[config.mk]
export PLATFORM = sky130hd
export DESIGN_NAME = blob_centroid_tracker
export DESIGN_NICKNAME = d
export VERILOG_FILES = /design/src/rtl/blob_centroid_tracker.sv
export SDC_FILE = /design/constraint.sdc
export NUM_CORES = 1
export LEC_CHECK = 0
export ABC_AREA = 1
export CAP_MARGIN = 10
export CORE_ASPECT_RATIO = 0.5
export CORE_MARGIN = 2
export CORE_UTILIZATION = 55
export DETAILED_ROUTE_END_ITERATION = 8
export PLACE_DENSITY = 0.71
export SLEW_MARGIN = 20
export SYNTH_ARGS = -nofsm -noshare
export SYNTH_HDL_FRONTEND = slang
export SYNTH_SLANG_ARGS = --single-unit
[constraint.sdc]
create_clock -name i_clk -period 3.45 [get_ports i_clk]
set_input_delay 0.345 -clock i_clk [delete_from_list [all_inputs] [get_ports i_clk]]
set_output_delay 0.345 -clock i_clk [all_outputs]
set_load 0.05 [all_outputs]
[src/rtl/blob_centroid_tracker.sv]
// Colour-threshold blob tracker: accumulates matching-pixel row/col sums per frame, then
// finds the centroid with a 32-step restoring divider. Optional macro: CENTROID_SMOOTH_EN.
module blob_centroid_tracker #(
    parameter int          H_ACTIVE   = 800,
    parameter int          V_ACTIVE   = 600,
    parameter logic [7:0]  R_MIN      = 8'd160,
    parameter logic [7:0]  G_MAX      = 8'd80,
    parameter logic [7:0]  B_MAX      = 8'd80,
    parameter logic [19:0] MIN_PIXELS = 20'd64
) (
    input  logic        i_clk,
    input  logic        i_rst_n,
    input  logic        i_valid,
    input  logic [31:0] i_data,
    output logic [9:0]  o_row,
    output logic [9:0]  o_col,
    output logic        o_found,
    output logic        o_update,
    output logic        o_overrun
);
    typedef enum logic [2:0] {IDLE, DIV_ROW, DIV_COL, DONE, MISS} state_t;

    state_t      state_reg, state_next;
    logic [9:0]  row_reg, col_reg;
    logic [31:0] sum_row_reg, sum_col_reg;
    logic [19:0] cnt_reg;
    logic [31:0] snap_sum_col_reg;
    logic [19:0] snap_cnt_reg;
    logic [31:0] dq_reg, rem_reg;
    logic [4:0]  iter_reg;
    logic [9:0]  quot_row_reg;
    logic [9:0]  row_out_reg, col_out_reg;
    logic        found_reg, update_reg, overrun_reg;

    logic        match, last_col, last_row, eof;
    logic [31:0] fin_sum_row, fin_sum_col;
    logic [19:0] fin_cnt;
    logic [31:0] divisor, trial, rem_step, dq_step;
    logic        fits, last_iter;
    logic [9:0]  row_new, col_new;
    logic        unused_bits;

    assign match    = i_valid && (i_data[23:16] >= R_MIN) && (i_data[15:8] <= G_MAX)
                      && (i_data[7:0] <= B_MAX);
    assign last_col = (col_reg == 10'(H_ACTIVE - 1));
    assign last_row = (row_reg == 10'(V_ACTIVE - 1));
    assign eof      = i_valid && last_col && last_row;

    // Totals including the current pixel, so the EOF pixel lands in the snapshot.
    assign fin_sum_row = sum_row_reg + (match ? {22'b0, row_reg} : 32'd0);
    assign fin_sum_col = sum_col_reg + (match ? {22'b0, col_reg} : 32'd0);
    assign fin_cnt     = cnt_reg + {19'b0, match};

    // One restoring step: dq_reg shifts the dividend out of its MSB and the quotient into its LSB.
    assign divisor   = {12'b0, snap_cnt_reg};
    assign trial     = {rem_reg[30:0], dq_reg[31]};
    assign fits      = (trial >= divisor);
    assign rem_step  = fits ? (trial - divisor) : trial;
    assign dq_step   = {dq_reg[30:0], fits};
    assign last_iter = (iter_reg == 5'd31);

`ifdef CENTROID_SMOOTH_EN
    logic [10:0] row_sum, col_sum;
    assign row_sum = {1'b0, row_out_reg} + {1'b0, quot_row_reg};
    assign col_sum = {1'b0, col_out_reg} + {1'b0, dq_reg[9:0]};
    // Averaging only chains from a previous found frame; after reset or a miss the raw value loads.
    assign row_new = found_reg ? 10'(row_sum >> 1) : quot_row_reg;
    assign col_new = found_reg ? 10'(col_sum >> 1) : dq_reg[9:0];
`else
    assign row_new = quot_row_reg;
    assign col_new = dq_reg[9:0];
`endif

    assign unused_bits = ^{i_data[31:24], rem_reg[31]};

    always_comb begin
        state_next = state_reg;
        case (state_reg)
            IDLE:    if (eof) state_next = (fin_cnt >= MIN_PIXELS) ? DIV_ROW : MISS;
            DIV_ROW: if (last_iter) state_next = DIV_COL;
            DIV_COL: if (last_iter) state_next = DONE;
            DONE:    state_next = IDLE;
            MISS:    state_next = IDLE;
            default: state_next = IDLE;
        endcase
    end

    always_ff @(posedge i_clk) begin
        if (!i_rst_n) state_reg <= IDLE;
        else          state_reg <= state_next;
    end

    always_ff @(posedge i_clk) begin
        if (!i_rst_n) begin
            row_reg          <= '0;
            col_reg          <= '0;
            sum_row_reg      <= '0;
            sum_col_reg      <= '0;
            cnt_reg          <= '0;
            snap_sum_col_reg <= '0;
            snap_cnt_reg     <= '0;
            dq_reg           <= '0;
            rem_reg          <= '0;
            iter_reg         <= '0;
            quot_row_reg     <= '0;
            row_out_reg      <= 10'(V_ACTIVE / 2);
            col_out_reg      <= 10'(H_ACTIVE / 2);
            found_reg        <= 1'b0;
            update_reg       <= 1'b0;
            overrun_reg      <= 1'b0;
        end else begin
            if (i_valid) begin
                if (last_col) begin
                    col_reg <= '0;
                    row_reg <= last_row ? 10'd0 : row_reg + 10'd1;
                end else begin
                    col_reg <= col_reg + 10'd1;
                end
            end

            if (eof) begin
                sum_row_reg <= '0;
                sum_col_reg <= '0;
                cnt_reg     <= '0;
            end else if (match) begin
                sum_row_reg <= fin_sum_row;
                sum_col_reg <= fin_sum_col;
                cnt_reg     <= fin_cnt;
            end

            overrun_reg <= eof && (state_reg != IDLE);
            update_reg  <= 1'b0;

            case (state_reg)
                IDLE: if (eof) begin
                    snap_sum_col_reg <= fin_sum_col;
                    snap_cnt_reg     <= fin_cnt;
                    dq_reg           <= fin_sum_row;
                    rem_reg          <= '0;
                    iter_reg         <= '0;
                end
                DIV_ROW: begin
                    iter_reg <= iter_reg + 5'd1;
                    if (last_iter) begin
                        quot_row_reg <= dq_step[9:0];
                        dq_reg       <= snap_sum_col_reg;
                        rem_reg      <= '0;
                    end else begin
                        dq_reg  <= dq_step;
                        rem_reg <= rem_step;
                    end
                end
                DIV_COL: begin
                    iter_reg <= iter_reg + 5'd1;
                    dq_reg   <= dq_step;
                    rem_reg  <= rem_step;
                end
                DONE: begin
                    row_out_reg <= row_new;
                    col_out_reg <= col_new;
                    found_reg   <= 1'b1;
                    update_reg  <= 1'b1;
                end
                MISS: begin
                    found_reg  <= 1'b0;
                    update_reg <= 1'b1;
                end
                default: ;
            endcase
        end
    end

    assign o_row     = row_out_reg;
    assign o_col     = col_out_reg;
    assign o_found   = found_reg;
    assign o_update  = update_reg;
    assign o_overrun = overrun_reg;
endmodule

Word level (Yosys, flattened, before mapping)

Cells that the tools add are included.

Word-level logic and storage cells: 80
Output and inout bits: 23
Flip-flop bits (word level): 260
Input bits: 35

Muxes and demuxes: 20
Order comparisons: 5
Bitwise logic cells: 1
Reduce and logical (&&, ||, !) cells: 20
Add/subtract/negate cells: 7
Equality and inequality tests: 10

Operators by type and width:

| cell                  | number |
|---|---|
| $pmux 32 s3           | 1 |
| $mux 31               | 3 |
| $pmux 31 s3           | 1 |
| $add 32x10->32        | 2 |
| $mux 32               | 2 |
| $mux 10               | 4 |
| $ge 32x20->1          | 1 |
| $sub 31x20->31        | 1 |
| $add 10x1->10 const B | 2 |
| $add 20x1->20         | 1 |
| $eq 10x10->1 const B  | 2 |
| $ge 20x7->1 const B   | 1 |
| $le 8x7->1 const B    | 2 |
| $mux 3                | 4 |
| $pmux 5 s2            | 1 |
| $reduce_and 2->1      | 5 |
| $pmux 3 s3            | 1 |
| $ge 8x8->1 const B    | 1 |
| $eq 3x2->1 const B    | 2 |
| $logic_and 1x1->1     | 6 |
| $ne 2x2->1 const B    | 3 |
| $reduce_bool 3->1     | 2 |
| $reduce_or 2->1       | 3 |
| $add 5x1->5 const B   | 1 |
| 10 further kinds      | 11 |

Depth between registers and ports, before layout

Depth in word-level cells: 9
Mapped depth: 25
Depth with buffers taken out: 23

Worst setup path after synthesis

OpenSTA, ideal clock, no wires.

Kind: in2reg
Start: input port i_data[2]
End: register sum_row_reg[16]
Data required time: 3.341 ns
Setup time: 0.109 ns
Path buffers: 2
Data arrival time: 3.060 ns
Setup slack: 0.281 ns
Cell stages on the path: 24
Cell sequence: nor2_1 > nand2_1 > a21oi_1 > nor2_1 > nor3_1 > buf_2 > inv_2 > clkbuf_1 > nor2_1 > ha_1 > inv_1 > fa_1 > inv_1 > nand3_1 > nand2_1 > nand2_1 > nand2_1 > nand2_1 > a21oi_1 > nand3_1 > nand2_1 > nand2_1 > nand2_1 > inv_1

Cells in the longest elaborated chain, start to end: 4

RTL lines:

| element                | RTL line | text |
|---|---|---|
| start: declaration     | 14       | `input logic [31:0] i_data,` |
| $le 8x7->1 *           | 44       | `&& (i_data[7:0] <= B_MAX);` |
| $logic_and 1x1->1 *    | 44       |  |
| $mux 10                | 50       | `assign fin_sum_row = sum_row_reg + (match ? {22'b0, row_reg} : 32'd0);` |
| $add 32x10->32         | 50       |  |
| end signal: assignment | 126      | `sum_row_reg <= fin_sum_row;` |
| end: declaration       | 25       | `logic [31:0] sum_row_reg, sum_col_reg;` |

Mark *: on every way between the ends. The rest lies on a longest branch, timed or not.
A chain may end at the register's enable or synchronous reset.

Worst setup path in the final report

Start: input port i_data[10]
End: register dq_reg[18]

Cells in the longest elaborated chain, start to end: 7

RTL lines:

| element                | RTL line | text |
|---|---|---|
| $le 8x7->1             | 43       | `assign match = i_valid && (i_data[23:16] >= R_MIN) && (i_data[15:8] <= G_MAX)` |
| $logic_and 1x1->1      | 43       |  |
| $logic_and 1x1->1      | 44       |  |
| $mux 10                | 50       |  |
| $add 32x10->32         | 50       |  |
| $mux 32                | 135      | `IDLE: if (eof) begin` |
| $pmux 32 s3            | 134      | `case (state_reg)` |
| end signal: assignment | 138      | `dq_reg <= fin_sum_row;` |
| end signal: assignment | 146      | `dq_reg <= snap_sum_col_reg;` |
| end signal: assignment | 149      | `dq_reg <= dq_step;` |
| end: declaration       | 29       | `logic [31:0] dq_reg, rem_reg;` |

No other way between the ends. The select of a mux whose other input is x is not followed.

==> reports/qor.yml <==
die:
  fp-row-count: 42
  coreArea_um2: 26600
  die_w_um: 237
  die_h_um: 121
  io_pins: 58
  initial_core_util_pct: 56.4
  die-area_um2: 28700
critical_path:
  crit_slowest_cell: "clkdlybuf4s50_1"
  critPathMaxStageDelay_ns: 0.40
  cp-start-kind: "input pin"
  critPathLaunch: "i_data[10]"
  r2r-start: "dq_reg[31]"
  cp.buffers_inverters: 5
  crit_chain: "clkdlybuf4s50_1, nor2_1, nand2_1, a21oi_1, nor2_1, nor3_2, buf_4, inv_2, nor2_1, ha_1, inv_1, fa_1, inv_1, nand3_1, nand2_1, nand2_1, nand2_1, nand2_1, nand2_1, nand2_1, or2_2, nand3_1, o21ai_0, a21oi_1"
  worst-path-max-fanout: 5
  criticalPathCategory: "input pin to flop"
  cpMostUsedCell: "nand2_1"
  cp-end-kind: "flop"
  critPathTopFamily: "simple AND/OR/NAND/NOR gates"
  cp.arrival_ns: 3.55
  critPathRequiredTime_ns: 3.93
yosys:
  synth_edf_count: 0
  synth-seq-area-share_pct: 34.7
  synthCells: 2292
  ys.flop_type: "dfxtp_1"
  avgSynthCellArea_um2: 6.54
  syn_nets: 2376
  synthArstFlopShare_pct: 0
  ys_types: 53
  synthesis.area_um2: 15000
  ys_warn_count: 0
  ys_seq_elements: 260
placement:
  dp_hpwl_mm: 28.1
  place_worst_setup_slack_ns: -0.165
  place.port_buffers: 44
  gp_congestion: 0.938
clock_network:
  clkLatencyLatePin_ns: 0.56
  htree_levels: 1
  clock-sinks: 260
  cts-hold-fix-buffers: 0
  path_clk_slew_ns: 0.07
  cts_tree: "done"
  cts_buffers: 25
  cts-root-buf: "clkbuf_16"
  cts_setup_buffers: 0
  cts_resized: 0
  cts.path.max_buffers: 3
global_route:
  grt_util_all_layers_pct: 27.4
  antenna_found_initial: 0
  first_global_vias: 13500
  grt_pass1_wl_mm: 65.4
  grt_overflow_total: 0
  grt_max_degree: 96
layout:
  fin_nets: 2452
  area_growth_pct: 13.5
  mostFrequentLayoutCells: "nand2_1 (505), inv_1 (312), dfxtp_1 (260), a21oi_1 (233), nor2_1 (222)"
  antenna_cells: 0
  drive_gt1_share_pct: 7.79
  post-route-util_pct: 64.0
  final_common_cell: "nand2_1"
detailed_routing:
  via_count: 14600
  remaining_drc_errors: 0
  routed_via_density: 5.35
  dr.pass1.iters: 5
  wirelength_mm: 39.2
  wl_per_cell_um: 14.3
  drt_iter0_drc: 1198
  ant_nets: 0
timing:
  period_share_pct: 88.8
  min_period_ns: 3.07
  hold_viol_final: 0
  tightest_slew_ns: 0.896
  tns_ns: 0
  slew_headroom_pct: 40.2
  fmax_ghz: 0.326
  drv_slew: 0
  grt_setup_unrepaired: "no"
  clock_skew_ns: 0.0268
  finalSetupViolations: 0
  setup_ws_ns: 0.385
power:
  ir_drop_mv: 0.908
  p_per_area_nw_per_um2: 786
  p_leak_nw: 7.71
min_path:
  hold_class: "input pin to flop"
  hold_path.startpoint: "i_rst_n"
job:
  maxCapViolations: 0
status:
  status: "complete, no violations"
==> Yosys cell counts (23+ instances only) <==
master	instances	share of area (%)
nand4_1	37	1.5
nor2_1	223	5.6
nand2_1	505	13
o21ai_0	191	6.4
xnor2_1	23	1.3
inv_1	312	7.8
clkbuf_1	49	1.2
a21oi_1	233	7.8
dfxtp_1	260	35
o211ai_1	30	1.5
nand3_1	148	4.9
buf_2	30	1.0
ha_1	46	3.8
nor3_1	47	1.6
xor2_1	33	1.9
==> kinds of logic (layout without fill, tap and decap cells) <==
group / count (synthesis) / in the layout / share of synthesized area [%]
AO/OA/AOI/OAI: 505 / 505 / 18.3
XOR/XNOR: 56 / 56 / 3.27
adder cells (fa/ha/maj): 49 / 49 / 4.24
buffers and inverters: 415 / 510 / 10.9
flip-flops: 260 / 260 / 34.7
AND/OR/NAND/NOR: 1007 / 1007 / 28.5
==> cell type report <==
type | instances | area [um^2]
Fill cell | 2529 | 9580
Multi-Input combinational cell | 1617 | 8170
Clock buffer | 27 | 643
Tap cell | 352 | 440
Timing Repair Buffer | 139 | 1160
Clock inverter | 19 | 170
Inverter | 325 | 1220
Sequential cell | 260 | 5200
==> worst paths after layout <==
kind,depth (start not counted),end,slack (ns)
min,3,rem_reg[30],0.37
max,24,dq_reg[18],0.38
min reg2reg,2,snap_sum_col_reg[3],0.45
max reg2reg,15,rem_reg[12],0.57
==> per-stage QoR <==
step / total power, mW / instances / area [um^2] / hold slack [ns]
after floorplan: 9.25 / 2292 / 15000 / 0.424
after global placement: 10.5 / 2693 / 16200 / 0.438
after detailed placement: 10.5 / 2693 / 16200 / 0.443
after CTS: 13.4 / 2739 / 17000 / 0.367
after global routing: 14.6 / 2739 / 17000 / 0.391
final: 13.4 / 2739 / 17000 / 0.374
==> worst reg2reg max path, cell delays in order, from the launching register on <==
cell	delay, ns
dfxtp_1	0.40
inv_1	0.10
ha_1	0.21
inv_1	0.11
fa_1	0.39
nand2_1	0.09
nand2_1	0.08
nand3_1	0.10
nand2_2	0.10
nand2_1	0.09
nand2_2	0.10
nand2_2	0.11
nand2_4	0.30
or2_2	0.42
nand3_1	0.08
a21oi_1	0.06
==> power breakdown <==
part           internal [mW]  total, mW  switching (mW)
logic                   2.44       7.08            4.64
registers               3.29       3.49           0.207
clock network           1.52       2.80            1.28
total                   7.24       13.4            6.13
==> per-layer routing <==
metal	track usage (%)	wire, um	up-vias
li1	-	-	7629
met1	37.6	19100	6697
met2	46.8	17700	265
met3	3.20	1670	50
met4	5.86	671	0
met5	0	0	-
No activity file was read; power rests on OpenSTA's default activity.
